===== config.mk =====
export PLATFORM = sky130hd
export DESIGN_NAME = fill_arbiter
export DESIGN_NICKNAME = d
export VERILOG_FILES = /design/src/rtl/fill_arbiter.sv
export SDC_FILE = /design/constraint.sdc
export NUM_CORES = 1
export LEC_CHECK = 0
export CAP_MARGIN = 15
export CELL_PAD_IN_SITES_DETAIL_PLACEMENT = 0
export CELL_PAD_IN_SITES_GLOBAL_PLACEMENT = 1
export CORE_UTILIZATION = 35
export DETAILED_ROUTE_END_ITERATION = 10
export GPL_TIMING_DRIVEN = 0
export PLACE_DENSITY_LB_ADDON = 0.1
export SLEW_MARGIN = 20
export SYNTH_ARGS = -nofsm -noshare
export SYNTH_HDL_FRONTEND = slang
export SYNTH_SLANG_ARGS = --single-unit

===== constraint.sdc =====
create_clock -name clk -period 1.9 [get_ports clk]
set_input_delay 0.475 -clock clk [delete_from_list [all_inputs] [get_ports clk]]
set_output_delay 0.475 -clock clk [all_outputs]
set_load 0.1 [all_outputs]

===== src/rtl/fill_arbiter.sv =====
// -----------------------------------------------------------------------------
// fill_arbiter
//
// Shares one hot-water inlet valve among N_MACHINES washer controllers.
// Requests are served round-robin. Each grant is bounded by a fill timeout,
// and a valve-off dead time separates consecutive grants.
//
// Flow: IDLE samples the requests and latches a winner. ARB registers the
// grant, so a request shows up as a grant two cycles later. GRANT holds the
// valve until the owner releases, abandons or hits the fill limit. GAP keeps
// the valve off for GAP_CYCLES cycles.
//
// Parameters:
//   N_MACHINES      number of requesting washers (2..8)
//   MAX_FILL_CYCLES cycles a grant may be held before it is forced off (>=2)
//   GAP_CYCLES      valve-off dead time between grants (>=1)
//
// Ports:
//   clk            rising-edge clock
//   reset          asynchronous active-low reset (0 = reset)
//   req            level request per washer, held while filling
//   release_pulse  1-cycle "tank full" pulse per washer. The natural name
//                  "release" is a reserved word in SystemVerilog.
//   grant          registered one-hot (or zero) valve ownership
//   grant_id       index of the current owner, 0 when nothing is granted
//   valve_on       inlet valve drive, high only while a grant is held
//   timeout        1-cycle pulse on the owner in the last cycle of a grant
//                  that is being forced off. It is asserted alongside the
//                  still-open valve so that a release arriving in the same
//                  cycle can suppress it.
//
// Optional feature (macro FILL_LOCKOUT_EN):
//   A washer that times out is masked from arbitration until its req has
//   been seen low for at least one cycle. Without the macro, a timed-out
//   washer stays eligible under normal round-robin.
// -----------------------------------------------------------------------------
module fill_arbiter #(
    parameter int N_MACHINES      = 4,
    parameter int MAX_FILL_CYCLES = 16,
    parameter int GAP_CYCLES      = 2
) (
    input  logic                  clk,
    input  logic                  reset,
    input  logic [N_MACHINES-1:0] req,
    input  logic [N_MACHINES-1:0] release_pulse,
    output logic [N_MACHINES-1:0] grant,
    output logic [2:0]            grant_id,
    output logic                  valve_on,
    output logic [N_MACHINES-1:0] timeout
);

    localparam int PTR_W  = $clog2(N_MACHINES);
    localparam int FILL_W = $clog2(MAX_FILL_CYCLES) + 1;
    localparam int GAP_W  = $clog2(GAP_CYCLES) + 1;

    typedef enum logic [1:0] {
        IDLE,
        ARB,
        GRANT,
        GAP
    } state_t;

    state_t                  state;
    logic [PTR_W-1:0]        rr_ptr;
    logic [PTR_W-1:0]        owner;
    logic [PTR_W-1:0]        winner;
    logic [PTR_W-1:0]        next_ptr;
    logic [PTR_W-1:0]        cand;
    logic [FILL_W-1:0]       fill_cnt;
    logic [GAP_W-1:0]        gap_cnt;
    logic [N_MACHINES-1:0]   eligible;
    logic [N_MACHINES-1:0]   owner_onehot;
    logic                    found;
    logic                    owner_req;
    logic                    owner_release;
    logic                    fill_limit;
    logic                    grant_end;
    logic                    forced_off;

`ifdef FILL_LOCKOUT_EN
    logic [N_MACHINES-1:0]   lockout;

    // A lockout bit is set by a timeout and is held only while req stays
    // high. One low cycle on req clears it.
    always_ff @(posedge clk or negedge reset) begin
        if (!reset) begin
            lockout <= '0;
        end else begin
            lockout <= req & (lockout | timeout);
        end
    end

    assign eligible = req & ~lockout;
`else
    assign eligible = req;
`endif

    // Round-robin search starting at rr_ptr and wrapping modulo N_MACHINES.
    always_comb begin
        winner = '0;
        found  = 1'b0;
        cand   = '0;
        for (int k = 0; k < N_MACHINES; k++) begin
            cand = PTR_W'((int'(rr_ptr) + k) % N_MACHINES);
            if (!found && eligible[cand]) begin
                found  = 1'b1;
                winner = cand;
            end
        end
    end

    always_comb begin
        owner_onehot        = '0;
        owner_onehot[owner] = 1'b1;
    end

    assign owner_req     = req[owner];
    assign owner_release = release_pulse[owner];
    assign fill_limit    = (fill_cnt == FILL_W'(MAX_FILL_CYCLES));
    assign grant_end     = (state == GRANT) && (owner_release || !owner_req || fill_limit);

    // A release or an abandon in the limit cycle takes precedence, so the
    // forced-off condition excludes both.
    assign forced_off    = (state == GRANT) && fill_limit && owner_req && !owner_release;
    assign timeout       = forced_off ? owner_onehot : '0;

    assign next_ptr      = (owner == PTR_W'(N_MACHINES - 1)) ? '0 : owner + 1'b1;

    // Main controller. Grant outputs are registered and change only on
    // ARB -> GRANT and on the end of a grant.
    always_ff @(posedge clk or negedge reset) begin
        if (!reset) begin
            state    <= IDLE;
            rr_ptr   <= '0;
            owner    <= '0;
            fill_cnt <= '0;
            gap_cnt  <= '0;
            grant    <= '0;
            grant_id <= '0;
            valve_on <= 1'b0;
        end else begin
            case (state)
                IDLE: begin
                    if (found) begin
                        owner <= winner;
                        state <= ARB;
                    end
                end
                ARB: begin
                    grant    <= owner_onehot;
                    grant_id <= 3'(owner);
                    valve_on <= 1'b1;
                    fill_cnt <= FILL_W'(1);
                    state    <= GRANT;
                end
                GRANT: begin
                    if (grant_end) begin
                        grant    <= '0;
                        grant_id <= '0;
                        valve_on <= 1'b0;
                        fill_cnt <= '0;
                        rr_ptr   <= next_ptr;
                        gap_cnt  <= '0;
                        state    <= GAP;
                    end else begin
                        fill_cnt <= fill_cnt + 1'b1;
                    end
                end
                GAP: begin
                    if (gap_cnt == GAP_W'(GAP_CYCLES - 1)) begin
                        state <= IDLE;
                    end else begin
                        gap_cnt <= gap_cnt + 1'b1;
                    end
                end
                default: begin
                    state <= IDLE;
                end
            endcase
        end
    end

endmodule


* After elaboration in Yosys (flattened, before gate mapping)
Cells that the tools add are included.
** Storage, ports and cells
- ROM bits :: 0
- Bits in writable memories :: 0
- Register bits :: 21
- Latch bits :: 0
- Logic and storage cells :: 92
- Output and inout bits :: 12
- Memories :: 0
** Cells by class
- Reduce and logical (&&, ||, !) cells :: 23
- $mul :: 0
- Shift-type cells :: 0
- Eq/ne operators :: 10
- Order comparisons :: 6
- Bitwise operators :: 0
- Divide/modulo/power cells :: 0
- $add $sub $neg :: 6
- Mux-type cells :: 39
** Operators by type and width (number)
- $mux W2 :: 10
- $lt A2 B3 Y1 const B :: 5
- $bmux W1 S2 :: 6
- $mux W1 :: 12
- $pmux W5 S2 :: 1
- $logic_and A1 B1 Y1 :: 8
- $mux W4 :: 2
- $ne A2 B2 Y1 const B :: 4
- $pmux W2 S4 :: 1
- $pmux W4 S2 :: 1
- $add A2 B1 Y2 const B :: 3
- $eq A2 B2 Y1 const B :: 3
- $pmux W3 S2 :: 1
- $reduce_and A2 Y1 :: 3
- $reduce_and A3 Y1 :: 2
- $add A5 B1 Y5 const B :: 1
- $eq A5 B5 Y1 const B :: 1
- $logic_not A1 Y1 :: 5
- $mux W5 :: 1
- $add A2 B2 Y2 const B :: 2
- $eq A2 B1 Y1 const B :: 2
- $pmux W2 S2 :: 1
- $reduce_bool A2 Y1 :: 2
- $mux W3 :: 1
- other kinds (5) :: 6

* Logic depth before layout (Yosys ltp)
Gate-level depths: netlist of the first run.
- Word-level depth :: 14
- Mapped depth :: 8
- Mapped depth without buffers :: 6

* Least setup slack after synthesis of the first run
OpenSTA, ideal clock, no wires.
- Kind :: input port to output port
- From :: input port req[1]
- To :: output port timeout[0]
- Stages :: 5
- Slack :: -438 ps
- Arrival :: 1863 ps
- Cells stage by stage :: nor2b_1 > mux4_2 > buf_6 > and3_1 > and2_1
** Between the ends
- Cells in the longest elaborated chain, start to end :: 5
** RTL lines
- start: declaration :: RTL line 44 : input logic [N_MACHINES-1:0] req,
- $bmux W1 S2 :: RTL line 117 : assign owner_req = req[owner];
- $mux W1 (implied by the code) :: RTL line 117
- $logic_and A1 B1 Y1 (2 in a row) :: RTL line 124 : assign forced_off = (state == GRANT) && fill_limit && owner_req && !owner_release;
- $mux W4 :: RTL line 125 : assign timeout = forced_off ? owner_onehot : '0;
- end: declaration :: RTL line 49 : output logic [N_MACHINES-1:0] timeout
Every way passes these cells. The select of a mux whose other input is x is not followed.

* Worst setup path after layout of the first run
- From :: register owner[1]
- To :: output port timeout[3]
** Between the ends
- Cells in the longest elaborated chain, start to end :: 5
- Elaborated cells between the ends (all ways) :: 13
** RTL lines
- start: declaration :: RTL line 65 : logic [PTR_W-1:0] owner;
- start signal: assignment :: RTL line 145 : owner <= winner;
- $lt A2 B3 Y1 (implied by the code), or another cell as far along :: RTL line 114 : owner_onehot[owner] = 1'b1;
- $logic_and A1 B1 Y1 (implied by the code), or another cell as far along :: RTL line 114
- $mux W1 (implied by the code), or another cell as far along :: RTL line 114
- $demux W1 S2 or $logic_and A1 B1 Y1 (tied branches) :: RTL line 114, 124
- $mux W4 (*) :: RTL line 125
Mark *: on every way between the ends. The rest lies on a longest branch, timed or not. The select of a mux whose other input is x is not followed.

==> results of run 1 <==
path summary, 6_finish.rpt:
path | startpoint | endpoint | cells after the start
worst max-delay path | owner[1] | timeout[3] | 5
worst min-delay path | valve_on | valve_on | 1
worst max register to register | fill_cnt[0] | gap_cnt[0] | 8
worst min register to register | valve_on | valve_on | 1
max in group asynchronous | reset | grant_id[1] | 1
min in group asynchronous | reset | fill_cnt[1] | 1
flip-flops by register name, indices dropped and copies added, names as in the netlist:
signal,flops
fill_cnt,5
gap_cnt,2
grant,4
grant_id,2
owner,2
rr_ptr,2
state,2
valve_on,1
per-stage QoR:
stage,total power [uW],hold WS (ns)
floorplan,2090,0.179
global placement,2490,0.480
detailed placement,2530,0.486
CTS,2850,0.508
global route,3150,0.525
finish,2930,0.501
cell usage after synthesis (3+ instances only):
master,count,area share [%]
nand3b_1,5,2.9
nor2b_1,6,2.9
a21oi_1,4,1.5
o21ai_0,12,4.6
nand2_1,6,1.7
dfrtp_1,20,38
nor3_1,4,1.5
and3_1,3,1.4
ha_1,11,10
clkbuf_1,3,0.86
and2_1,4,1.9
inv_1,17,4.9
nand2b_1,7,3.3
nand3_1,4,1.5
nor2_1,3,0.86
metal layers:
metal / vias to the layer above / share of wire, %
li1: 538 / -
met1: 524 / 47
met2: 11 / 49
met3: 4 / 2.4
met4: 0 / 0.95
met5: - / 0
timing repair:
item,4_1_cts,5_1_grt
resized for setup,79,10
pin swaps,0,0
hold buffers,0,0
setup endpoints to repair,23,17
hold endpoints to repair,0,0
buffers inserted,3,6
layout make-up:
| cell class | count | area [um^2] | share of cell area [%] |
|---|---|---|---|
| Buffer | 4 | 27.5 | 1.58 |
| Clock buffer | 3 | 41.3 | 2.38 |
| Inverter | 18 | 67.6 | 3.89 |
| Multi-Input combinational cell | 95 | 752 | 43.3 |
| Sequential cell | 20 | 500 | 28.8 |
| Tap cell | 46 | 57.6 | 3.31 |
| Timing Repair Buffer | 29 | 292 | 16.8 |
cells in the final DEF, fill, tap and decap left out, types with 3 or more instances in the layout:
cell,n
dfrtp_1,20
inv_1,17
o21ai_0,12
buf_4,11
ha_1,10
nand2b_1,7
clkdlybuf4s15_2,7
nor2b_1,6
nand2_1,6
nand3b_1,5
and2_4,4
nand3_1,4
nor3_1,4
dlygate4sd2_1,4
buf_2,4
buf_12,4
nor2_1,3
a21oi_1,3
clkbuf_8,3
cells by family (layout without fill, tap and decap cells):
family	count (synthesis)	after routing	synth area share [%]
compound gates	30	30	15.3
fa+ha+maj	11	11	10.5
buf+inv	24	54	7.82
flops	20	20	38.1
mux	7	7	7.53
other cells	1	1	0.286
simple gates	46	46	20.5
critical path, delay by kind of cell (launching register included):
family | cells | cell delay, ns
multiplexers | 1 | 0.52
buffers and inverters | 2 | 0.23
AND/OR/NAND/NOR | 2 | 0.35
flip-flops | 1 | 0.39
power by group:
part	internal [uW]	total (uW)	switching, uW
Sequential	601	739	138
Clock	141	278	137
Combinational	687	1910	1220
Total	1430	2930	1500
==> impl_metrics.toml, run 1 <==
[power]
p_leak_uw = 0.000785
irDropWorstVdd_mv = 0.821
powerDensity_mw_per_mm2 = 1680

[setup_path]
required_ns = 1.42
cp.arrival_ns = 1.75
crit_chain = "inv_2, mux4_2, and3_4, and2_4, buf_12"
worst_setup_path_start_kind = "flop"
slowest_stage = "mux4_2"
crit_type = "flop to output port"
critical-path-max-stage-delay_ns = 0.52
cp_max_fo = 4
reg2reg_setup_slack_ns = 0.09
cp-end-kind = "output port"

[global_route]
gr-max-usage-layer = "met2"
grt_usage_pct = 15.7
use_met2_pct = 26.5
use_met1_pct = 19.8
grt_pass1_wl_um = 4960
first_global_vias = 1086
use_met3_pct = 4.35
grt_max_degree = 21
grt_overflow = 0
grt_antenna_before_repair = 0

[sta]
fin_skew_ns = 0.00167
setup_slack_ns = -0.326
tightest_slew_ns = 0.935
rsz0062_at_grt = "true"
max_slew_margin_pct = 37.5
finalSetupViolations = 4
hold_violations = 0
slew_violations = 0
fin_setup_tns_ns = -1.30
fin_crit_ns = 2.23
fmax_mhz = 449
finalCritPeriodShare_pct = 117

[logic_synthesis]
synth.ff_latch_count = 20
yosysUniqueCellTypes = 38
syn_area_mm2 = 0.00131
async_flop_share_pct = 100
synth_edf_count = 0
ys.flop_type = "dfrtp_1"
ys_seq_area_share_pct = 38.1
yosysWarnings = 0
synth_nets = 160
synth_cells = 139
postSynthAreaPerCell_um2 = 9.44

[routing]
avgViaCountPerCell = 5.01
drc = 0
wirelength_um = 2830
dr.first_iter.drc_count = 28
antenna_left = 0
wl_per_cell_um = 13.2
drt-pass1-iter-count = 4
vias = 1077

[placement]
pre_cts_slack_ns = -1.65
placed_area_mm2 = 0.00159
hpwlAfterDp_um = 2100
portBuffers = 20
place_inst = 205
gp_congestion = 0.721

[layout]
area_growth_pct = 32.4
fin_nets = 192
drive_gt1_share_pct = 26.6
final_util_pct = 50.1
finalNonFillerCells = 215
n_antenna_cell = 0
design_area_mm2 = 0.00174
nFillCells = 353

[job]
cap_viol_max_count = 0

[outcome]
status = "finished, violations left"
failed_checks = "setup timing"

[clocking]
cts_buffer_depth = 2
cts_tree = "yes"
h-tree-depth = 1
clk_latency_ns = 0.26
cts.sinks = 20
cts-root-buf = "clkbuf_8"
cts_buffers = 3
clk_pin_slew_ns = 0.07

[floorplan]
ios = 22
die-height_um = 63.2
core_mm2 = 0.00347
die_x_um = 63.2
start_util_pct = 37.8
rows = 21
dieArea_mm2 = 0.00400

[min_path]
hp-class = "flop to flop"
Note: power is estimated with default switching activity, not from simulation.
==> inputs of run 2 (changes only) <==
GPL_TIMING_DRIVEN = 1   (was 0)
HOLD_SLACK_MARGIN = 0.12   (was unset)
SKIP_CTS_REPAIR_TIMING = 1   (was unset)
==> run 2 against run 1 <==
  * The flow still finishes with violations (setup timing)
  * Global-route usage up 0.72 points
  * Clock skew increased by 0.0010 ns
  * Hold slack better by 0.020 ns
  * Fmax up 0.88%
  * Cell area is 8.8% higher
  * Setup slack gained 0.019 ns
  * Largest power group unchanged
  * Register-to-register slack improved by 0.04 ns
  * Clock power shrank 2%
  * Via count is 2.5% higher
  * Utilization up 4.4 points
  * Combinational power is 12% higher
==> impl_metrics.toml, run 2 (synthesis results as in run 1) <==
[setup_path]
crit_type = "input pin to output port"
cp_max_fo = 4
cp.arrival_ns = 1.73
worst-path-buf-inv = 2
critical-path-max-stage-delay_ns = 0.48
slowest_stage = "mux4_2"
cp-end-kind = "output port"
required_ns = 1.42
crit_chain = "dlymetal6s2s_1, nor2b_1, mux4_2, and3_4, and2_4, buf_12"
worst_setup_path_start_kind = "input pin"
crit_family = "simple AND/OR/NAND/NOR gates"

[clocking]
h-tree-depth = 1
cts_buffers = 3
cts.sinks = 20
cts_buffer_depth = 2
clk_latency_ns = 0.25
clk_pin_slew_ns = 0.07
cts-root-buf = "clkbuf_8"
cts_tree = "yes"

[routing]
vias = 1104
wl_per_cell_um = 13.6
drt-pass1-iter-count = 4
wirelength_um = 3040
avgViaCountPerCell = 4.95
drc = 0
dr.first_iter.drc_count = 52
antenna_left = 0

[layout]
seq_area_um2 = 500
reg_top3 = "fill_cnt x5, grant x4"
final_util_pct = 54.5
nFillCells = 345
fin_nets = 200
drive_gt1_share_pct = 28.2
layout_common_cells = "buf_4, dfrtp_1, inv_1, o21ai_0"
largest_register = "fill_cnt"
n_antenna_cell = 0
final_common_cell = "buf_4"
multi_input_area_um2 = 736
largest_reg_flops = 5
area_growth_pct = 44.0

[global_route]
gr-max-usage-layer = "met2"
use_met1_pct = 20.0
grt_overflow = 0
grt_pass1_wl_um = 5200
grt_max_degree = 21
use_met3_pct = 3.62
first_global_vias = 1181
grt_antenna_before_repair = 0
grt_usage_pct = 16.4
use_met2_pct = 29.0

[floorplan]
start_util_pct = 37.8
rows = 21
core_mm2 = 0.00347
die-height_um = 63.2
die_x_um = 63.2
dieArea_mm2 = 0.00400
ios = 22

[placement]
portBuffers = 20
pre_cts_slack_ns = -0.601
gp_congestion = 0.700
hpwlAfterDp_um = 2380

[power]
p_leak_uw = 0.000924
irDropWorstVdd_mv = 1.05
powerDensity_mw_per_mm2 = 1680

[sta]
finalSetupViolations = 4
fin_crit_ns = 2.21
rsz0062_at_grt = "true"
fmax_mhz = 453
slew_violations = 0
setup_slack_ns = -0.306
fin_skew_ns = 0.00270
fin_hold_ws_ns = 0.521
fin_setup_tns_ns = -1.22
finalCritPeriodShare_pct = 116
hold_violations = 0

[outcome]
status = "finished, violations left"
failed_checks = "setup timing"

[min_path]
hp-class = "flop to flop"

[job]
cap_viol_max_count = 0
-- run 2: path summary, 6_finish.rpt --
kind,start,end,slack (ns),cells past startpoint
worst max-delay path,req[0],timeout[3],-0.31,6
worst min-delay path,gap_cnt[1],gap_cnt[1],0.52,1
worst max register to register,owner[1],rr_ptr[1],0.13,5
worst min register to register,gap_cnt[1],gap_cnt[1],0.52,1
max in group asynchronous,reset,state[1],1.13,2
min in group asynchronous,reset,grant[0],0.56,2
-- run 2: area by class of cell --
| type | count | area share (%) |
|---|---|---|
| repair buffers | 41 | 25.8 |
| multi-input cells | 95 | 38.9 |
| inverters | 18 | 3.57 |
| well taps | 46 | 3.04 |
| flip-flops and latches | 20 | 26.5 |
| clock buffers | 3 | 2.18 |
-- run 2: per-stage QoR --
step	cells	power (uW)	instance area, um^2
floorplan	139	2090	1330
global placement	218	2840	1800
detailed placement	218	2890	1800
CTS	221	3170	1840
global route	223	3430	1890
finish	223	3180	1890
-- run 2: power breakdown --
part           total (uW)  internal (uW)  switching [uW]
combinational        2140            908            1230
sequential            766            602             164
clock                 272            141             131
-- run 2: worst reg2reg max path, cell delays in order, from the launching register on --
cell and delay [ns]:
dfrtp_1 0.39, inv_2 0.07, buf_4 0.13, mux4_2 0.53, o21ai_2 0.21, mux2_1 0.33
-- run 2: per-layer routing --
metal  wire length (um)  up-vias
li1                   -      553
met1               1340      535
met2               1600       12
met3                 76        4
met4                 23        0
met5                  0        -
==> inputs of run 3 (changes only) <==
CTS_CLUSTER_SIZE = 8   (was unset)
==> results of run 3 <==
No change in the layout: final DEF, timing and power equal those of run 2.
